--- config.mk ---
export PLATFORM = sky130hd
export DESIGN_NAME = clock_set_controller
export DESIGN_NICKNAME = d
export VERILOG_FILES = /design/src/rtl/clock_set_controller.sv
export SDC_FILE = /design/constraint.sdc
export NUM_CORES = 1
export LEC_CHECK = 0
export ABC_AREA = 1
export BUFFER_PORTS_ARGS = -buffer_cell sky130_fd_sc_hd__buf_4
export CAP_MARGIN = 30
export CELL_PAD_IN_SITES_DETAIL_PLACEMENT = 0
export CELL_PAD_IN_SITES_GLOBAL_PLACEMENT = 2
export CORE_MARGIN = 2
export CORE_UTILIZATION = 34
export CTS_BUF_LIST = sky130_fd_sc_hd__clkbuf_16
export DETAILED_ROUTE_END_ITERATION = 10
export PLACE_DENSITY = 0.84
export SYNTH_ARGS = -nofsm -noshare
export SYNTH_HDL_FRONTEND = slang
export SYNTH_SLANG_ARGS = --single-unit
--- constraint.sdc ---
create_clock -name clock -period 1.7 [get_ports clock]
set_input_delay 0.17 -clock clock [delete_from_list [all_inputs] [get_ports clock]]
set_output_delay 0.17 -clock clock [all_outputs]
set_load 0.05 [all_outputs]
--- src/rtl/clock_set_controller.sv ---
// Mode/sequencing controller for a time-of-day clock: 1 Hz tick in RUN, field select in SET,
// debounced auto-repeating inc/dec keys and a digit blink enable. All outputs are registered.
module clock_set_controller #(
  parameter int unsigned TICK_DIV        = 50_000_000,
  parameter int unsigned DEBOUNCE_CYCLES = 500_000,
  parameter int unsigned REPEAT_DELAY    = 25_000_000,
  parameter int unsigned REPEAT_RATE     = 5_000_000,
  parameter int unsigned BLINK_DIV       = 12_500_000
) (
  input  logic       clock,
  input  logic       reset_n,
  input  logic       set_sw,
  input  logic       key_up,
  input  logic       key_down,
  input  logic       key_next,
  output logic       run,
  output logic       tick_sec,
  output logic [1:0] field_sel,
  output logic       inc,
  output logic       dec,
  output logic       blink_on
);

  localparam int unsigned RPT_MAX = (REPEAT_DELAY > REPEAT_RATE) ? REPEAT_DELAY : REPEAT_RATE;
  localparam int TW = $clog2(TICK_DIV);
  localparam int DW = $clog2(DEBOUNCE_CYCLES);
  localparam int RW = $clog2(RPT_MAX);
  localparam int BW = $clog2(BLINK_DIV);
  localparam logic [TW-1:0] TICK_LAST  = TW'(TICK_DIV - 1);
  localparam logic [DW-1:0] DEB_LAST   = DW'(DEBOUNCE_CYCLES - 1);
  localparam logic [RW-1:0] DELAY_LAST = RW'(REPEAT_DELAY - 1);
  localparam logic [RW-1:0] RATE_LAST  = RW'(REPEAT_RATE - 1);
  localparam logic [BW-1:0] BLINK_LAST = BW'(BLINK_DIV - 1);

  // Encoding doubles as the field_sel value.
  typedef enum logic [1:0] {
    S_RUN  = 2'b00,
    S_SEC  = 2'b01,
    S_MIN  = 2'b10,
    S_HOUR = 2'b11
  } state_t;

  state_t               state_q, state_d;
  logic [2:0]           sync1_q, sync1_d, sync2_q, sync2_d;
  logic [2:0]           deb_q, deb_d, prev_q, prev_d;
  logic [2:0][DW-1:0]   dcnt_q, dcnt_d;
  logic [TW-1:0]        presc_q, presc_d;
  logic [RW-1:0]        rpt_cnt_q, rpt_cnt_d;
  logic                 rpt_up_q, rpt_up_d, rpt_dn_q, rpt_dn_d, rpt_fast_q, rpt_fast_d;
  logic                 lock_q, lock_d;
  logic [BW-1:0]        blink_cnt_q, blink_cnt_d;
  logic                 run_q, run_d, tick_q, tick_d, inc_q, inc_d, dec_q, dec_d;
  logic                 blink_q, blink_d;
  logic [1:0]           field_q, field_d;

  logic [2:0]           press, held;
  logic                 both, allow;
  logic [RW-1:0]        rpt_last;

  // Key bit order: 0 up, 1 down, 2 next; keys are active-low.
  always_comb begin
    sync1_d = {key_next, key_down, key_up};
    sync2_d = sync1_q;
    prev_d  = deb_q;
    deb_d   = deb_q;
    dcnt_d  = '0;
    for (int i = 0; i < 3; i++) begin
      if (sync2_q[i] != deb_q[i]) begin
        if (dcnt_q[i] == DEB_LAST) deb_d[i] = sync2_q[i];
        else dcnt_d[i] = dcnt_q[i] + DW'(1);
      end
    end
  end

  assign press = prev_q & ~deb_q;
  assign held  = ~deb_q;
  assign both  = held[0] & held[1];

  always_comb begin
    state_d = state_q;
    case (state_q)
      S_RUN:  if (set_sw) state_d = S_HOUR;
      S_HOUR: if (!set_sw) state_d = S_RUN; else if (press[2]) state_d = S_MIN;
      S_MIN:  if (!set_sw) state_d = S_RUN; else if (press[2]) state_d = S_SEC;
      S_SEC:  if (!set_sw) state_d = S_RUN; else if (press[2]) state_d = S_HOUR;
      default: state_d = S_RUN;
    endcase
    run_d   = (state_d == S_RUN);
    field_d = state_d;
  end

  // Prescaler restarts whenever RUN is (re)entered.
  always_comb begin
    tick_d  = 1'b0;
    presc_d = '0;
    if (state_d == S_RUN && state_q == S_RUN) begin
      if (presc_q == TICK_LAST) tick_d = 1'b1;
      else presc_d = presc_q + TW'(1);
    end
  end

  // Pulses only in a stable SET field with no up/down chord outstanding.
  always_comb begin
    allow      = (state_q != S_RUN) && (state_d == state_q) && !both && !lock_q;
    rpt_last   = rpt_fast_q ? RATE_LAST : DELAY_LAST;
    inc_d      = 1'b0;
    dec_d      = 1'b0;
    rpt_up_d   = 1'b0;
    rpt_dn_d   = 1'b0;
    rpt_fast_d = 1'b0;
    rpt_cnt_d  = '0;
    if (both) lock_d = 1'b1;
    else if (!held[0] && !held[1]) lock_d = 1'b0;
    else lock_d = lock_q;
    if (allow) begin
      if (press[0]) begin
        inc_d    = 1'b1;
        rpt_up_d = 1'b1;
      end else if (press[1]) begin
        dec_d    = 1'b1;
        rpt_dn_d = 1'b1;
      end else if ((rpt_up_q && held[0]) || (rpt_dn_q && held[1])) begin
        rpt_up_d   = rpt_up_q;
        rpt_dn_d   = rpt_dn_q;
        rpt_fast_d = rpt_fast_q;
        if (rpt_cnt_q == rpt_last) begin
          inc_d      = rpt_up_q;
          dec_d      = rpt_dn_q;
          rpt_fast_d = 1'b1;
        end else begin
          rpt_cnt_d = rpt_cnt_q + RW'(1);
        end
      end
    end
  end

  always_comb begin
    blink_d     = blink_q;
    blink_cnt_d = blink_cnt_q;
    if (state_d == S_RUN || state_d != state_q || inc_d || dec_d) begin
      blink_d     = 1'b1;
      blink_cnt_d = '0;
    end else if (blink_cnt_q == BLINK_LAST) begin
      blink_d     = ~blink_q;
      blink_cnt_d = '0;
    end else begin
      blink_cnt_d = blink_cnt_q + BW'(1);
    end
  end

  always_ff @(posedge clock or negedge reset_n) begin
    if (!reset_n) begin
      state_q     <= S_RUN;
      sync1_q     <= '1;
      sync2_q     <= '1;
      deb_q       <= '1;
      prev_q      <= '1;
      dcnt_q      <= '0;
      presc_q     <= '0;
      rpt_cnt_q   <= '0;
      rpt_up_q    <= 1'b0;
      rpt_dn_q    <= 1'b0;
      rpt_fast_q  <= 1'b0;
      lock_q      <= 1'b0;
      blink_cnt_q <= '0;
      run_q       <= 1'b0;
      tick_q      <= 1'b0;
      field_q     <= 2'b00;
      inc_q       <= 1'b0;
      dec_q       <= 1'b0;
      blink_q     <= 1'b1;
    end else begin
      state_q     <= state_d;
      sync1_q     <= sync1_d;
      sync2_q     <= sync2_d;
      deb_q       <= deb_d;
      prev_q      <= prev_d;
      dcnt_q      <= dcnt_d;
      presc_q     <= presc_d;
      rpt_cnt_q   <= rpt_cnt_d;
      rpt_up_q    <= rpt_up_d;
      rpt_dn_q    <= rpt_dn_d;
      rpt_fast_q  <= rpt_fast_d;
      lock_q      <= lock_d;
      blink_cnt_q <= blink_cnt_d;
      run_q       <= run_d;
      tick_q      <= tick_d;
      field_q     <= field_d;
      inc_q       <= inc_d;
      dec_q       <= dec_d;
      blink_q     <= blink_d;
    end
  end

  assign run       = run_q;
  assign tick_sec  = tick_q;
  assign field_sel = field_q;
  assign inc       = inc_q;
  assign dec       = dec_q;
  assign blink_on  = blink_q;

endmodule

==> results of run 1 <==
-- layout by cell type (no fill, tap or decap), drive strengths merged, types with 3 or more instances in the layout --
cell,synthesis,final
nand2,242,242
nor2,236,236
inv,157,165
dfrtp,142,142
nand3,105,105
buf,3,95
nor3,67,67
nand4,42,42
xor2,37,37
a21oi,22,22
clkbuf,4,21
o21ai,14,14
dfstp,13,13
nor4,11,11
nor3b,10,10
xnor2,9,9
ha,7,7
or2,6,6
nand3b,5,5
o21bai,5,5
dlygate4sd3,0,5
clkinv,0,5
a211oi,3,3
-- routing by layer --
| layer | up-vias | GRT usage, % | routed length, µm |
|---|---|---|---|
| met4 | 0 | 3.947 | 192 |
| met1 | 3590 | 21.93 | 10100 |
| met5 | - | 0 | 0 |
| li1 | 3933 | - | - |
| met3 | 13 | 3.047 | 530 |
| met2 | 92 | 28.04 | 10580 |
-- power by group through the flow --
stage / registers, mW / logic, mW / clock network, mW
2_1_floorplan: 3.85 / 0.134 / 0
3_3_place_gp: 3.83 / 0.364 / 0
3_5_place_dp: 3.83 / 0.366 / 0
4_1_cts: 3.76 / 0.376 / 3.80
5_1_grt: 3.76 / 0.446 / 3.98
6_report: 3.76 / 0.397 / 3.68
-- state kept, by name, summed over array words and instances (netlist names), 2 cells and up --
| signal | cells |
|---|---|
| blink_cnt_q | 24 |
| dcnt_q | 57 |
| deb_q | 3 |
| field_sel | 2 |
| presc_q | 26 |
| prev_q | 3 |
| rpt_cnt_q | 25 |
| sync1_q | 3 |
| sync2_q | 3 |
-- worst register-to-register path, delay by kind of cell (launching register included) --
| kind | cells | cell delay, ps |
|---|---|---|
| buf+inv | 3 | 310 |
| simple gates | 7 | 600 |
| flops | 1 | 530 |
| fa+ha+maj | 1 | 160 |
-- final timing paths --
path,from,end,cells after the start
setup / recovery,deb_q[1]$_DFFE_PN1P_,blink_cnt_q[15]$_DFF_PN0_,11
hold / removal,reset_n,blink_cnt_q[18]$_DFF_PN0_,2
setup reg to reg,deb_q[1]$_DFFE_PN1P_,blink_cnt_q[15]$_DFF_PN0_,11
hold reg to reg,sync1_q[1]$_DFF_PN1_,sync2_q[1]$_DFF_PN1_,0
max in group asynchronous,reset_n,prev_q[1]$_DFF_PN1_,3
min in group clock,sync1_q[1]$_DFF_PN1_,sync2_q[1]$_DFF_PN1_,0
-- synthesized netlist by cell type (all sizes together) --
master / instances / area [µm²]
a211oi: 3 / 22.52
a21o: 2 / 15.01
a21oi: 22 / 113.9
a22oi: 1 / 7.510
a31oi: 2 / 12.51
and2: 1 / 7.510
buf: 3 / 38.79
clkbuf: 4 / 15.01
dfrtp: 142 / 3553
dfstp: 13 / 341.6
ha: 7 / 87.58
inv: 157 / 589.3
mux2: 2 / 22.52
nand2: 242 / 918.4
nand3: 105 / 553.0
nand3b: 5 / 37.54
nand4: 42 / 269.0
nor2: 236 / 960.9
nor3: 67 / 387.9
nor3b: 10 / 75.07
nor4: 11 / 68.82
o21ai: 14 / 85.09
o21bai: 5 / 37.54
o31ai: 1 / 7.510
or2: 6 / 37.54
xnor2: 9 / 78.83
xor2: 37 / 324.1
-- stage by stage --
step	utilization (%)	cell area [µm²]	cells	hold WS, ps	total power, mW
finish	43.42	10900	1608	210.2	7.840
detailed placement	38.87	9759	1557	111.1	4.195
global route	43.42	10900	1608	238.2	8.188
floorplan	-	8671	1149	-125.6	3.981
CTS	41.35	10380	1594	220.4	7.939
global placement	38.87	9759	1557	108.1	4.191
-- final cells by class --
cell class                 instances  share of cell area, %
clock buffer                      17                  3.902
multi-input combinational        830                  41.07
clock inverter                    15                  1.251
sequential                       155                  35.76
timing repair buffer             104                  8.825
tap                              330                  3.787
inverter                         157                  5.405
-- repair_timing --
action | CTS | global route
endpoints found under the setup margin | 22 | 83
endpoints found under the hold margin | 40 | 0
pin swaps | 0 | 22
cloned | 0 | 4
hold buffers | 5 | 0
resized for setup | 3 | 89
setup buffers | 0 | 10
-- cells by family (layout without fill, tap and decap cells) --
kind of cell / count (synthesis) / after routing / synth area share, %
adders and majority gates: 7 / 7 / 1.010
AOI/OAI and AO/OA: 50 / 50 / 3.479
and+or+nand+nor: 725 / 725 / 38.25
buffers and inverters: 164 / 293 / 7.419
muxes: 2 / 2 / 0.2598
DFF: 155 / 155 / 44.93
xor gates and xnor gates: 46 / 46 / 4.648
==> flow_summary.yaml, run 1 <==
outcome:
  status: "finished with violations"
  violations: "negative setup slack"
sta:
  max_freq_ghz: 0.5832
  slew_violations: 0
  fin_tns_setup_ps: -55.58
  final-setup-viol-count: 10
  hold_viol: 0
  rsz0062_at_grt: "yes"
  fin_crit_sh_pct: 100.9
  setup_ws_ps: -14.58
  post-route-min-period_ps: 1715
  maxSlewHeadroom_pct: 62.31
  clock_skew_ps: 11.11
  worstMarginPinSlew_ps: 564.8
synthesis:
  synth_area_um2: 8668
  yosysWarnings: 0
  syn_avg_cell_area_um2: 7.544
  synthCells: 1149
  post_synth_num_cell_types: 41
  synth-seq-cells: 155
  seq_area_frac_synth_pct: 44.93
  synthesis.nets: 1162
power:
  p_per_area_nw_per_um2: 719.1
  p_switching_mw: 1.923
  clkPwrFrac_pct: 47.0
  p_seq_share_pct: 48.0
  peakVddDrop_mv: 0.6560
  intPower_mw: 5.917
  p_leak_nw: 4.637
  p_comb_share_pct: 5.1
  netSwitchingFraction_pct: 24.53
global_routing:
  grt_pass1_vias: 7486
  antenna_found_initial: 0
  grt_use_total_pct: 16.56
  grt_max_degree: 45
  overflow: 0
  grt_pass1_wl_um: 35750
floorplanning:
  initial_utilization_pct: 34.52
  core_area_um2: 25110
  dieArea_um2: 26790
  die_w_um: 163.7
  die_y_um: 163.7
  num_rows: 58
  io_pins: 13
setup_path:
  crit_required_ps: 2020
  crit_top_cell: "nand2_2"
  path_class: "reg -> reg"
  regToRegSetupSlack_ps: -10
  cp_max_fo: 6
  start_kind: "flip-flop"
  cp_slowest_cell: "dfstp_2"
  path_buf_inv: 3
  critPathMaxStageDelay_ps: 530
  cp_top_family: "simple AND/OR/NAND/NOR gates"
  arrival_ps: 2030
  path_cells: "inv_2, ha_4, nor2_4, nand2_2, inv_2, nand2_2, nor2_4, nand2_2, nand3_4, clkbuf_16, nor2_1"
  end_kind: "flip-flop"
route:
  ant_nets: 0
  wl_um: 21400
  dr.pass1.iters: 5
  wire_per_inst_um: 13.31
  drtIter0Drc: 530
  drt-vias-per-instance: 4.744
  dr_total_vias: 7628
  drc: 0
clock_network:
  h-tree-depth: 4
  path_clk_slew_ps: 70
  cts_buffer_depth: 2
  cts_tree: "done"
  cts.sinks: 155
  cts_buffers: 17
  clk_latency_ps: 440
  cts-root-buf: "clkbuf_16"
layout:
  fillers: 2593
  final_nets: 1278
  area_growth_pct: 25.78
  diodes: 0
  multi_input_area_um2: 4478
  drive_above_1_share_pct: 20.27
  ff_latch_area_um2: 3899
hold_path:
  hp-class: "in -> async"
run:
  max-cap-violations: 0
place:
  dp_hpwl_um: 15810
  gp_congestion: 0.8178
  port-buffer-count: 12
  pre_cts_ws_ps: -26.79
Note: power is estimated with default switching activity, not from simulation.
==> inputs of run 2 (changes only) <==
--- a/config.mk
+++ b/config.mk
@@ -15,6 +15,7 @@
 export CTS_BUF_LIST = sky130_fd_sc_hd__clkbuf_16
 export DETAILED_ROUTE_END_ITERATION = 10
 export PLACE_DENSITY = 0.84
+export REMOVE_ABC_BUFFERS = 1
 export SYNTH_ARGS = -nofsm -noshare
 export SYNTH_HDL_FRONTEND = slang
 export SYNTH_SLANG_ARGS = --single-unit
==> run 2 against run 1 <==
Against the previous run:
- largest power group is now the clock network
- combinational power up 3%
- setup slack improved by 1.6 ps
- largest cell class unchanged
- core utilization shrank 0.68 points
- non-clock buffer count down 14
- hold slack gained 25 ps
- cell area decreased by 1.6%
- highest routed layer unchanged
- register-to-register slack hardly changed
- sequential cell count did not move
- count of clock-buffer cells in the layout is the same
- the flow still finishes with violations (negative setup slack)
- clock skew up 1.3 ps
- critical path depth rose by 1
- total power up 3.3%
==> flow_summary.yaml, run 2 (synthesized netlist as in run 1, its figures left out) <==
power:
  p_leak_nw: 4.513
  peakVddDrop_mv: 0.5964
  p_per_area_nw_per_um2: 754.4
layout:
  drive_above_1_share_pct: 18.91
  largest_reg_flops: 57
  largest_register: "dcnt_q"
  final_area_um2: 10730
  area_growth_pct: 23.80
  multi_input_area_um2: 4398
  final_nets: 1264
  fillers: 2648
  reg.largest.list: "dcnt_q x57, presc_q x26, rpt_cnt_q x25"
  layout_common_cells: "nand2_1, nor2_1, inv_1"
  fin_cells: 1594
  final_common_cell: "nand2_1"
  diodes: 0
  ff_latch_area_um2: 3896
hold_path:
  hp-class: "in -> async"
route:
  dr.pass1.iters: 5
  wl_um: 21460
  wire_per_inst_um: 13.47
  drc: 0
  dr_total_vias: 7654
  drt-vias-per-instance: 4.802
  drtIter0Drc: 384
  ant_nets: 0
sta:
  final-setup-viol-count: 12
  max_freq_ghz: 0.5838
  slew_violations: 0
  rsz0062_at_grt: "yes"
  fin_tns_setup_ps: -83.75
  maxSlewHeadroom_pct: 61.54
  hold_viol: 0
  fin_crit_sh_pct: 100.8
  setup_ws_ps: -12.94
  clock_skew_ps: 12.37
  post-route-min-period_ps: 1713
  worstMarginPinSlew_ps: 576.3
floorplanning:
  core_area_um2: 25110
  dieArea_um2: 26790
  num_rows: 58
  die_y_um: 163.7
  die_w_um: 163.7
  io_pins: 13
  initial_utilization_pct: 34.52
setup_path:
  arrival_ps: 2030
  worstSetupStartpoint: "rpt_cnt_q[1]$_DFF_PN0_"
  path_class: "reg -> reg"
  timing.rr.start: "rpt_cnt_q[1]$_DFF_PN0_"
  start_kind: "flip-flop"
  regToRegSetupSlack_ps: -10
  worstRegToRegCells: 12
  reg2reg_to: "blink_cnt_q[21]$_DFF_PN0_"
  cp_max_fo: 6
  end_kind: "flip-flop"
  crit_required_ps: 2020
global_routing:
  grt_pass1_vias: 7431
  overflow: 0
  antenna_found_initial: 0
  grt_max_degree: 50
  grt_pass1_wl_um: 36360
  grt_use_total_pct: 16.90
run:
  max-cap-violations: 0
place:
  dpl.cell_count: 1542
  dp_hpwl_um: 15630
  gp_congestion: 0.8652
  placed_area_um2: 9644
  pre_cts_ws_ps: -12.57
  port-buffer-count: 12
clock_network:
  cts_tree: "done"
  path_clk_slew_ps: 70
  clk_latency_ps: 430
  cts.sinks: 155
  cts-root-buf: "clkbuf_16"
  h-tree-depth: 4
  cts_buffer_depth: 2
  cts_buffers: 17
outcome:
  violations: "negative setup slack"
  status: "finished with violations"
run 2: cell count changes in the layout (fill, tap and decap cells not counted), moves of 3 or more:
cell | before | now
clkbuf_16 | 21 | 18
buf_4 | 85 | 72
nor3_2 | 10 | 7
clkinvlp_4 | 1 | 4
nor2_2 | 24 | 34
nor2_1 | 195 | 190
nor2_4 | 17 | 12
inv_6 | 6 | 3
nor3_1 | 51 | 56
run 2: critical path, stage by stage (launching register included):
cell and delay, ps:
dfrtp_1 360, ha_2 210, nand2_4 70, nor2_4 150, inv_2 60, nor2_4 140, nand2_4 90, nand2_2 70
nand2_2 70, nand3_4 100, buf_12 120, buf_12 120, nor2_2 40
run 2: area by class of cell:
type | instances | area share [%]
multi-input cells | 830 | 40.98
flip-flops and latches | 155 | 36.31
repair buffers | 90 | 7.800
inverters | 157 | 5.491
clock buffers | 17 | 3.964
well taps | 330 | 3.848
clock inverters | 15 | 1.609
run 2: worst max-delay path by stage:
stage	to	slack, ps	cells past startpoint
6_report	blink_cnt_q[21]$_DFF_PN0_	-10	12
3_5_place_dp	blink_cnt_q[1]$_DFF_PN0_	-10	11
4_1_cts	rpt_cnt_q[18]$_DFF_PN0_	-2	9
5_1_grt	blink_cnt_q[6]$_DFF_PN0_	-100	12
2_1_floorplan	blink_cnt_q[0]$_DFF_PN0_	-110	11
3_3_place_gp	blink_cnt_q[2]$_DFF_PN0_	-7	11
run 2: what timing repair did:
action	CTS	global route
buffers inserted	7	7
gates cloned	1	1
setup endpoints to repair	16	75
gates resized for setup	12	66
endpoints found under the hold margin	40	0
hold buffers	5	0
pin swaps	8	13
run 2: power breakdown:
group | internal, mW | switching [mW] | total [mW]
combinational | 0.153 | 0.255 | 0.409
sequential | 3.73 | 0.0283 | 3.76
clock | 2.31 | 1.62 | 3.93
run 2: through the flow:
step | hold slack [ps] | util [%] | total power, mW
4_1_cts | 244.4 | 41.47 | 8.199
3_5_place_dp | 134.6 | 38.41 | 4.186
6_report | 235.5 | 42.74 | 8.096
2_1_floorplan | -125.6 | - | 3.964
5_1_grt | 262.7 | 42.74 | 8.420
3_3_place_gp | 136.5 | 38.41 | 4.184
run 2: per-layer routing:
| layer | track usage [%] | part of all wire, % | vias up |
|---|---|---|---|
| met5 | 0 | 0 | - |
| met4 | 4.545 | 1.1 | 0 |
| met3 | 3.022 | 2.3 | 19 |
| met2 | 28.53 | 48 | 93 |
| met1 | 22.27 | 48 | 3635 |
| li1 | - | - | 3907 |
